File: src/rtl/rotary_debounce.sv
// Two-channel quadrature encoder debouncer: 2-flop synchronizer plus a stability counter per channel.
// Optional illegal-Gray-step detection is compiled in with `define ROTARY_DEB_ERR_EN.
module rotary_debounce #(
    parameter int DEB_CYCLES = 4,
    parameter int CNTW       = 16
) (
    input  logic i_clk,
    input  logic i_rst_n,
    input  logic i_enc_a,
    input  logic i_enc_b,
    input  logic i_err_clr,
    output logic o_enc_a,
    output logic o_enc_b,
    output logic o_chg,
    output logic o_err
);

    localparam logic [CNTW-1:0] CNT_MAX = CNTW'(DEB_CYCLES - 1);

    // Bit 0 is channel A, bit 1 is channel B throughout.
    logic [1:0]      raw;
    logic [1:0]      s1;
    logic [1:0]      s2;
    logic [1:0]      deb;
    logic [1:0]      upd;
    logic [CNTW-1:0] cnt [2];
    logic            chg_q;

    assign raw = {i_enc_b, i_enc_a};

    always_ff @(posedge i_clk or negedge i_rst_n) begin
        if (!i_rst_n) begin
            s1 <= 2'b00;
            s2 <= 2'b00;
        end else begin
            s1 <= raw;
            s2 <= s1;
        end
    end

    // An output flips only when the synchronized level has differed from it for DEB_CYCLES edges.
    always_comb begin
        upd = 2'b00;
        for (int i = 0; i < 2; i++) begin
            upd[i] = (s2[i] != deb[i]) && (cnt[i] == CNT_MAX);
        end
    end

    always_ff @(posedge i_clk or negedge i_rst_n) begin
        if (!i_rst_n) begin
            deb   <= 2'b00;
            chg_q <= 1'b0;
            for (int i = 0; i < 2; i++) begin
                cnt[i] <= '0;
            end
        end else begin
            chg_q <= |upd;
            for (int i = 0; i < 2; i++) begin
                if (s2[i] == deb[i]) begin
                    cnt[i] <= '0;
                end else if (cnt[i] == CNT_MAX) begin
                    deb[i] <= s2[i];
                    cnt[i] <= '0;
                end else begin
                    cnt[i] <= cnt[i] + 1'b1;
                end
            end
        end
    end

    assign o_enc_a = deb[0];
    assign o_enc_b = deb[1];
    assign o_chg   = chg_q;

`ifdef ROTARY_DEB_ERR_EN
    logic both_q;
    logic err_q;

    // The flag lands one cycle after the double update; a set in that cycle beats a clear.
    always_ff @(posedge i_clk or negedge i_rst_n) begin
        if (!i_rst_n) begin
            both_q <= 1'b0;
            err_q  <= 1'b0;
        end else begin
            both_q <= &upd;
            if (both_q) begin
                err_q <= 1'b1;
            end else if (i_err_clr) begin
                err_q <= 1'b0;
            end
        end
    end

    assign o_err = err_q;
`else
    logic unused_err_clr;

    assign unused_err_clr = i_err_clr;
    assign o_err          = 1'b0;
`endif

endmodule

File: config.mk
export PLATFORM = sky130hd
export DESIGN_NAME = rotary_debounce
export DESIGN_NICKNAME = d
export VERILOG_FILES = /design/src/rtl/rotary_debounce.sv
export SDC_FILE = /design/constraint.sdc
export NUM_CORES = 1
export LEC_CHECK = 0
export BUFFER_PORTS_ARGS = -buffer_cell sky130_fd_sc_hd__buf_2
export CAP_MARGIN = 5
export CORE_UTILIZATION = 30
export DETAILED_ROUTE_END_ITERATION = 10
export SLEW_MARGIN = 15
export SYNTH_ARGS = -nofsm -noshare
export SYNTH_HDL_FRONTEND = slang
export SYNTH_SLANG_ARGS = --single-unit
File: constraint.sdc
create_clock -name i_clk -period 2 [get_ports i_clk]
set_input_delay 0.4 -clock i_clk [delete_from_list [all_inputs] [get_ports i_clk]]
set_output_delay 0.4 -clock i_clk [all_outputs]
set_load 0.1 [all_outputs]
# Word-level counts from Yosys, hierarchy flattened
# Index checks and enable logic that the tools add are counted.
[totals] romBits=0 mem_count=0 latch_bits=0 regBits=39 out_inout_bits=4 mem_bits_rw=0 word_cells=26 in_bits=5
[classes] n_reduce_logical=5 magnitude_cmp=0 mul=0 shifts=0 mux=4 div=0 bitwise_logic=2 n_addsub=2 eq_ne=6
[ops] cell="16-bit 2-to-1 mux" n=4
[ops] cell="16-bit by 1-bit adder with 16-bit output, second input constant" n=2
[ops] cell="16-bit by 2-bit equality test with 1-bit output, second input constant" n=2
[ops] cell="2-bit AND reduction" n=2
[ops] cell="1-bit equality test" n=2
[ops] cell="1-bit logical AND" n=2
[ops] cell="1-bit inequality test" n=2
[ops] cell="1-bit NOT" n=2
[ops] cell="2-bit OR reduction" n=1

# Longest topological paths before layout
# Gate-level depths: netlist (run 1).
[depth] ltp_word=3 depth_mapped=6 mapped_depth_nobuf=5

# Worst setup path before layout (run 1)
# Ideal clock, no wire load.
[synth_path] path_kind="reg-to-reg" from="reg deb[0]" to="reg cnt[22] in the netlist's numbering" t_arrival_ps=1597 path_buffers=1 stages_incl_launch_ff=5 setup_slack_ps=332 cell_sequence="dfrtp_1 > xor2_1 > nand2_1 > buf_4 > nor2_1"
[synth_via] elab_chain_cells=2
[synth_rtl] element="start, declared" line_no="24" text="logic [1:0] deb;"
[synth_rtl] element="start signal, assigned by index" line_no="62" text="deb[i] <= s2[i];"
[synth_rtl] element="1-bit equality test" line_no="59" text="if (s2[i] == deb[i]) begin"
[synth_rtl] element="16-bit 2-to-1 mux" line_no="59"
[synth_rtl] element="end signal, assigned by index" line_no="65" text="cnt[i] <= cnt[i] + 1'b1;"
[synth_rtl] element="end, declared" line_no="26" text="logic [CNTW-1:0] cnt [2];"
# No other way between the ends.
# A chain may end at the register's enable or synchronous reset.

# Worst setup path after layout (run 1)
[layout_path] from="reg cnt[0] in the netlist's numbering" to="reg cnt[14] in the netlist's numbering"
[layout_via] elab_chain_cells=3 elab_cells_between_ends=4
[layout_rtl] element="16-bit by 1-bit adder with 16-bit output or 16-bit by 2-bit equality test with 1-bit output (tied branches)" line_no="65, 61"
[layout_rtl] element="16-bit 2-to-1 mux (*)" line_no="61" text="end else if (cnt[i] == CNT_MAX) begin"
[layout_rtl] element="16-bit 2-to-1 mux (*)" line_no="59"
# Every way passes the cells marked *; elsewhere a longest branch is shown, timed or not.

==> impl_metrics.tcl, run 1 <==
set metrics [dict create \
    status "finished clean" \
    postCtsSetupBuffers 0 \
    slew_violations 0 \
    cp.required_ps 2160 \
    wire_length_per_cell_after_detailed_routing_um 11.9 \
    postRouteWirelength_um 3140 \
    timing.hold.ws_ps 155 \
    powerDensity_nw_per_um2 1000 \
    ys_top_cells_by_count "39 x dfrtp_1, 30 x nor2_1, 20 x xnor2_1" \
    drv_cap 0 \
    critPathCaptureType "flop" \
    grt_util_all_layers 0.111 \
    instances_no_fill 265 \
    synth_top_area_share 0.523 \
    drt-pass1-iter-count 4 \
    min-delay-path-class "primary input to asynchronous set/reset pin" \
    cts_hold_buf 0 \
    grt_max_degree 40 \
    timing.final.setup_violations 0 \
    edff_count_synth 0 \
    post_synth_main_area_contributors "dfrtp_1 52%, xnor2_1 9.4%, nor2_1 6.0%, xor2_1 4.7%, nand4_1 3.4%" \
    synth_async_sr_flop_share 1.00 \
    cts.sink_count 39 \
    place_worst_setup_slack_ps 320 \
    synthFlopType "dfrtp_1" \
    globalRoute.busiestLayer "met2" \
    cts_buffers 5 \
    final.setup.worst_slack_ps 344 \
    drt_iter0_markers 43 \
    reg2reg_from "cnt[0]$_DFF_PN0_" \
    post-synth-top-area-cell "dfrtp_1" \
    timing_hold_violations_final 0 \
    register_clock_pin_slew_on_the_reported_worst_setup_and_hold_paths_ps 80 \
    synth_seq_cells 39 \
    reg_to_reg_endpoint "cnt[14]$_DFF_PN0_" \
    synth.most_common_cell "dfrtp_1" \
    global_route_wire_length_before_repair_um 5550 \
    fp_rows 28 \
    cts-resized-gates 0 \
    post_syn_area_per_cell_um2 10.5 \
    drive_gt1_frac 0.163 \
    num-nets-final 196 \
    sequential_element_share_of_the_synthesized_area 0.523 \
    dieArea_um2 6540 \
    leakage_nw 0.855 \
    first_global_vias 1200 \
    numPlacedInstances 257 \
    grt.met1_usage 0.146 \
    worstSkewPairLatency_ps 280 \
    post_dp_hpwl_um 2170 \
    fin_area_um2 2090 \
    placement.cell_area_um2 1980 \
    grt_use_met3 0.0270 \
    starting_density 0.313 \
    post_synth_instance_area_um2 1870 \
    initial_antenna_violation_count 0 \
    synth_cells 177 \
    viasPerCell 4.71 \
    crit_path_start_kind "flop" \
    cts_tree "built" \
    setup.worst_path.class "flop to flop" \
    gpl.final_weighted_congestion 0.763 \
    synth.distinct_cells 26 \
    setup_tns_ps 0 \
    synthToLayoutAreaGrowth_pct 11.9 \
    floorplan.core_area_um2 5960 \
    reg2reg_setup_slack_ps 340 \
    design_power_total_mw 2.09 \
    cts.path.max_buffers 2 \
    r2r.worst_path.cells 5 \
    count_of_buffers_inserted_at_the_top_level_ports 6 \
    number_of_h_tree_levels 2 \
    timing.fmax_mhz 604 \
    ant_nets 0 \
    cts_root_buffer "clkbuf_8" \
    finalClockSkew_ps 4.98 \
    worstPathMaxFanout 15 \
    synthesis.nets 184 \
    min_period_over_period 0.828 \
    finalWorstPathRequiredPeriod_ps 1660 \
    irDropWorstVdd_uv 740 \
    io_pins 9 \
    fill_cells 612 \
    grt_util_met2 0.169 \
    via_count 1247 \
    final_core_util 0.350 \
    fp.dieH_um 80.9 \
    drc_errors 0 \
    grt_overflow_total 0 \
    grt_setup_unrepaired "no" \
    antenna-diode-count 0 \
    crit_arrival_ps 1820 \
    die_width_um 80.9 \
    yosysWarningCount 0 \
]
area by class of cell:
class / count / area [um^2] / area share
sequential: 39 / 976 / 0.468
multi-input combinational: 128 / 835 / 0.400
clock buffer: 7 / 96.3 / 0.0462
tap: 75 / 93.8 / 0.0450
timing repair buffer: 10 / 60.1 / 0.0288
inverter: 5 / 18.8 / 0.00899
clock inverter: 1 / 7.51 / 0.00360
cells by family after synthesis:
group | synth area share
buf+inv | 0.0295
mux | 0.0121
other cells | 0.00201
flops | 0.523
fa+ha+maj | 0.0134
xor+xnor | 0.141
simple gates | 0.279
power breakdown:
part           switching [mW]  leakage, nW  internal [mW]
Sequential             0.0887        0.527          0.862
Clock                   0.265       0.0505          0.313
Combinational           0.419        0.277          0.146
Total                   0.773        0.855           1.32
cell usage in the layout, fill, tap and decap left out:
cell	instances
inv_1	5
xnor2_1	20
clkbuf_8	7
nand2_2	1
nor3_1	9
xor2_1	10
and4_1	1
ha_1	2
nor4_2	3
nor2_1	30
nand2b_1	2
nand4_2	2
nand3_1	10
dfrtp_1	39
clkinvlp_4	1
buf_4	4
mux2_2	2
nor4_1	8
nand2_1	8
nand4_4	1
buf_2	6
conb_1	1
and3_1	2
nor2_2	3
nand4_1	10
and4_2	1
nor4b_1	2
worst max-delay path, cell delays in order (launching register included):
cell and delay, ps:
dfrtp_1 440, ha_1 210, nor4b_1 230, nand4_1 240, nand2_2 330, nor2_1 90
worst max-delay path by stage:
stage                             from                end  slack [ps]  cells past startpoint
detailed placement    cnt[0]$_DFF_PN0_   cnt[8]$_DFF_PN0_         320                      5
finish                cnt[0]$_DFF_PN0_  cnt[14]$_DFF_PN0_         340                      5
global placement      cnt[0]$_DFF_PN0_   cnt[4]$_DFF_PN0_         350                      5
floorplan           deb[0]$_DFFE_PN0P_  cnt[22]$_DFF_PN0_         330                      4
global route          cnt[0]$_DFF_PN0_   cnt[3]$_DFF_PN0_         130                      5
CTS                   cnt[0]$_DFF_PN0_   cnt[3]$_DFF_PN0_         320                      5
sequential cells by signal (all words and copies together) (netlist names):
name   cells
s1         2
cnt       32
s2         2
o_chg      1
deb        2
layer usage:
layer | vias to the layer above | part of all wire
met2 | 11 | 0.45
met1 | 603 | 0.51
li1 | 629 | -
met5 | - | 0
met4 | 0 | 0.020
met3 | 4 | 0.019
(Power assumes the default switching activity.)
==> run 2, diff against run 1 <==
==> constraint.sdc (replaced) <==
create_clock -name i_clk -period 1.7 [get_ports i_clk]
set_input_delay 0.34 -clock i_clk [delete_from_list [all_inputs] [get_ports i_clk]]
set_output_delay 0.34 -clock i_clk [all_outputs]
set_load 0.1 [all_outputs]
==> impl_metrics.tcl, run 2 (synthesized netlist as in run 1, its figures left out) <==
set metrics [dict create \
    min_period_over_period 0.882 \
    finalWorstPathRequiredPeriod_ps 1500 \
    drive_gt1_frac 0.219 \
    setup.worst_path.class "flop to flop" \
    number_of_h_tree_levels 2 \
    ant_nets 0 \
    critPathCaptureType "flop" \
    layout.cells.most_common_list "39 x dfrtp_1, 30 x nor2_1, 20 x xnor2_1, 11 x buf_4" \
    grt_util_all_layers 0.115 \
    dieArea_um2 6540 \
    crit_path_cells "nor4_1 > nand4_1 > nand2_2 > buf_12 > nor2_1" \
    drc_errors 0 \
    via_count 1298 \
    viasPerCell 4.70 \
    worst_path_max_delay_cell "dfrtp_1" \
    timing_hold_violations_final 0 \
    starting_density 0.313 \
    grt_overflow_total 0 \
    powerDensity_nw_per_um2 1270 \
    wire_length_per_cell_after_detailed_routing_um 12.1 \
    finalClockSkew_ps 4.28 \
    crit_path_start_kind "flop" \
    timing.final.setup_violations 0 \
    irDropWorstVdd_uv 867 \
    largest_register "cnt" \
    die_width_um 80.9 \
    cp_slowest_stage_delay_ps 430 \
    io_pins 9 \
    leakage_nw 0.935 \
    worstSkewPairLatency_ps 290 \
    fp_rows 28 \
    drt_iter0_markers 25 \
    floorplan.core_area_um2 5960 \
    timing.fmax_mhz 667 \
    antenna-diode-count 0 \
    fill_cells 600 \
    worstPathMaxFanout 15 \
    post_dp_hpwl_um 2230 \
    synthToLayoutAreaGrowth_pct 20.9 \
    largest_register_ff_count 32 \
    cp.required_ps 1880 \
    layout.cells.most_common "dfrtp_1" \
    grt_setup_unrepaired "no" \
    register_clock_pin_slew_on_the_reported_worst_setup_and_hold_paths_ps 80 \
    design_power_total_mw 2.86 \
    drv_cap 0 \
    slew_violations 0 \
    fp.dieH_um 80.9 \
    first_global_vias 1240 \
    gpl.final_weighted_congestion 0.758 \
    crit_arrival_ps 1680 \
    min-delay-path-class "primary input to flop" \
    num-nets-final 207 \
    cts_root_buffer "clkbuf_8" \
    postRouteWirelength_um 3330 \
    cts.sink_count 39 \
    setup_tns_ps 0 \
    status "finished clean" \
    cts.path.max_buffers 2 \
    global_route_wire_length_before_repair_um 5820 \
    cts_buffers 5 \
    grt_max_degree 22 \
    count_of_buffers_inserted_at_the_top_level_ports 6 \
    drt-pass1-iter-count 4 \
    cts_tree "built" \
    initial_antenna_violation_count 0 \
]
-- run 2: changes by cell type in the layout (fill, tap and decap cells not counted), sizes merged --
cell         before  now
buf              10   19
bufinv            0    2
clkbuf            7    5
dlygate4sd3       0    1
nand2             9   10
-- run 2: critical path, delay by kind of cell, from the launching register on --
| kind | cells | cell delay, ps |
|---|---|---|
| simple gates | 4 | 800 |
| flops | 1 | 430 |
| buf+inv | 1 | 140 |
-- run 2: metal layers --
| layer | up-vias | part of all wire | wire length [um] | global-route usage |
|---|---|---|---|---|
| met5 | - | 0 | 0 | 0 |
| met4 | 0 | 0.0075 | 25 | 0.0321 |
| met3 | 2 | 0.028 | 92 | 0.0303 |
| met2 | 18 | 0.45 | 1510 | 0.171 |
| met1 | 628 | 0.51 | 1700 | 0.162 |
| li1 | 650 | - | - | - |
-- run 2: worst paths after layout --
kind	endpoint	slack, ps	startpoint	cells after the start
min	s1[0]$_DFF_PN0_	150	i_enc_a	1
max in group asynchronous	cnt[1]$_DFF_PN0_	710	i_rst_n	3
min reg2reg	s2[1]$_DFF_PN0_	350	s1[1]$_DFF_PN0_	0
max reg2reg	cnt[18]$_DFF_PN0_	200	cnt[26]$_DFF_PN0_	5
max	cnt[18]$_DFF_PN0_	200	cnt[26]$_DFF_PN0_	5
min in group asynchronous	cnt[21]$_DFF_PN0_	520	i_rst_n	2
-- run 2: layout make-up --
cell class                 count  area [um^2]  share of cell area
clock buffer                   5         68.8              0.0305
clock inverter                 3         67.6              0.0300
inverter                       5         18.8             0.00832
multi-input combinational    129          867               0.385
sequential                    39          976               0.433
tap                           75         93.8              0.0416
timing repair buffer          20          163              0.0721
-- run 2: repair_timing --
action / in CTS / in global routing
hold buffers: 1 / 0
setup endpoints to repair: 0 / 30
setup buffers: 0 / 2
endpoints found under the hold margin: 18 / 0
gates resized for setup: 0 / 5
-- run 2: where the power goes --
part	leakage, nW	internal (mW)	switching [mW]
combinational	0.344	0.267	0.581
sequential	0.527	1.01	0.0725
clock	0.0644	0.585	0.337
total	0.935	1.87	0.990
-- run 2: metrics by stage --
stage / cells / utilization / hold slack, ps / area (um^2) / setup WS (ps)
after floorplan: 177 / - / 44.4 / 1870 / 31.7
after global placement: 264 / 0.346 / 305 / 2060 / 112
after detailed placement: 264 / 0.346 / 309 / 2060 / 86.6
after CTS: 273 / 0.371 / 140 / 2210 / 86.7
after global routing: 276 / 0.379 / 132 / 2250 / 32.5
final: 276 / 0.379 / 153 / 2250 / 201
==> run 3, diff against run 2 <==
--- a/config.mk
+++ b/config.mk
@@ -9,6 +9,7 @@
 export CAP_MARGIN = 5
 export CORE_UTILIZATION = 30
 export DETAILED_ROUTE_END_ITERATION = 10
+export RECOVER_POWER = 100
 export SLEW_MARGIN = 15
 export SYNTH_ARGS = -nofsm -noshare
 export SYNTH_HDL_FRONTEND = slang
==> impl_metrics.tcl, run 3 (synthesized netlist as in run 1, its figures left out) <==
set metrics [dict create \
    max_slew_margin 0.315 \
    cts.path.max_buffers 2 \
    irDropWorstVdd_uv 848 \
    worst_slew_pin_tran_ps 1030 \
    worstPathMaxFanout 15 \
    topRoutingLayerUsed "met4" \
    fp.dieH_um 80.9 \
    layout.cells.most_common "dfrtp_1" \
    largest_register "cnt" \
    timing.fmax_mhz 664 \
    timing_hold_violations_final 0 \
    finalWorstPathRequiredPeriod_ps 1510 \
    ant_nets 0 \
    setup_tns_ps 0 \
    cts_root_buffer "clkbuf_8" \
    crit_path_start_kind "flop" \
    antenna-diode-count 0 \
    drt-pass1-iter-count 4 \
    num-nets-final 207 \
    placement.cell_area_um2 2060 \
    via_count 1291 \
    leakage_nw 0.930 \
    drv_cap 0 \
    crit_arrival_ps 1690 \
    min-delay-path-class "primary input to flop" \
    critPathCaptureType "flop" \
    first_global_vias 1240 \
    whs_endpoint "s1[0]$_DFF_PN0_" \
    min-delay-start "i_enc_a" \
    reg2reg_setup_slack_ps 190 \
    drc_errors 0 \
    gpl.final_weighted_congestion 0.758 \
    cts.sink_count 39 \
    r2r.worst_path.cells 5 \
    io_pins 9 \
    met2_wl_post_dr_um 1520 \
    postRouteWirelength_um 3330 \
    worst_path_max_delay_cell "dfrtp_1" \
    post_dp_hpwl_um 2230 \
    grt_overflow_total 0 \
    wire_length_per_cell_after_detailed_routing_um 12.0 \
    grt_setup_unrepaired "no" \
    die_width_um 80.9 \
    met1Wirelength_um 1700 \
    number_of_h_tree_levels 2 \
    cp.required_ps 1880 \
    fp_rows 28 \
    count_of_buffers_inserted_at_the_top_level_ports 6 \
    cts_tree "built" \
    min_period_over_period 0.885 \
    grt_util_all_layers 0.115 \
    timing.critical_path.buf_inv 1 \
    design_power_total_mw 2.84 \
    crit_path_cells "nor4_1 > nand4_1 > nand2_1 > buf_12 > nor2_1" \
    min_path_cells 1 \
    viasPerCell 4.68 \
    grt_max_degree 22 \
    timing.hold.ws_ps 153 \
    cp_slowest_stage_delay_ps 430 \
    largest_register_ff_count 32 \
    synthToLayoutAreaGrowth_pct 20.4 \
    starting_density 0.313 \
    register_clock_pin_slew_on_the_reported_worst_setup_and_hold_paths_ps 80 \
    reg2reg_from "cnt[26]$_DFF_PN0_" \
    timing.final.setup_violations 0 \
    powerDensity_nw_per_um2 1260 \
    drive_gt1_frac 0.209 \
    finalClockSkew_ps 5.04 \
    layout.cells.most_common_list "39 x dfrtp_1, 30 x nor2_1, 20 x xnor2_1" \
    global_route_wire_length_before_repair_um 5820 \
    worstSkewPairLatency_ps 290 \
    status "finished clean" \
    fin_area_um2 2250 \
    floorplan.core_area_um2 5960 \
    cts_buffers 5 \
    cell_family_with_most_cp_delay "simple AND/OR/NAND/NOR gates" \
    initial_antenna_violation_count 0 \
    slew_violations 0 \
    dieArea_um2 6540 \
    drt_iter0_markers 21 \
    amount_of_wire_on_met3_after_detailed_routing_um 85 \
    setup.worst_path.class "flop to flop" \
    reg_to_reg_endpoint "cnt[18]$_DFF_PN0_" \
]
==> run 3: per-stage QoR <==
step	instances	util	setup slack, ps
after floorplan	177	-	31.7
after global placement	264	0.346	112
after detailed placement	264	0.346	86.6
after CTS	273	0.371	86.7
after global routing	276	0.377	19.6
final	276	0.377	195
==> run 3: layer usage <==
| layer | vias up | track usage |
|---|---|---|
| met2 | 16 | 0.171 |
| met1 | 623 | 0.162 |
| li1 | 650 | - |
| met5 | - | 0 |
| met3 | 2 | 0.0303 |
| met4 | 0 | 0.0321 |
==> run 3: worst max path at each step <==
| stage | start | to | depth (start not counted) |
|---|---|---|---|
| 4_1_cts | cnt[17]$_DFF_PN0_ | cnt[28]$_DFF_PN0_ | 6 |
| 6_report | cnt[26]$_DFF_PN0_ | cnt[18]$_DFF_PN0_ | 5 |
| 3_5_place_dp | cnt[17]$_DFF_PN0_ | cnt[28]$_DFF_PN0_ | 6 |
| 3_3_place_gp | cnt[17]$_DFF_PN0_ | cnt[21]$_DFF_PN0_ | 6 |
| 2_1_floorplan | deb[0]$_DFFE_PN0P_ | cnt[22]$_DFF_PN0_ | 4 |
| 5_1_grt | cnt[17]$_DFF_PN0_ | cnt[18]$_DFF_PN0_ | 6 |
==> run 3: where the power goes <==
part | internal (mW) | switching, mW | leakage, nW | total (mW)
logic | 0.259 | 0.573 | 0.339 | 0.832
registers | 1.01 | 0.0738 | 0.527 | 1.09
clock network | 0.585 | 0.335 | 0.0644 | 0.921
==> run 3: cell type report <==
class | count | area [um^2]
clock inverter | 3 | 67.6
sequential | 39 | 976
inverter | 5 | 18.8
clock buffer | 5 | 68.8
multi-input combinational | 129 | 860
timing repair buffer | 20 | 161
tap | 75 | 93.8
fill | 602 | 3710
==> run 3: repair_timing <==
| item | in CTS | in global routing |
|---|---|---|
| setup endpoints to repair | 0 | 30 |
| buffers inserted | 0 | 2 |
| gates resized for setup | 0 | 5 |
| endpoints found under the hold margin | 18 | 0 |
| hold buffers | 1 | 0 |
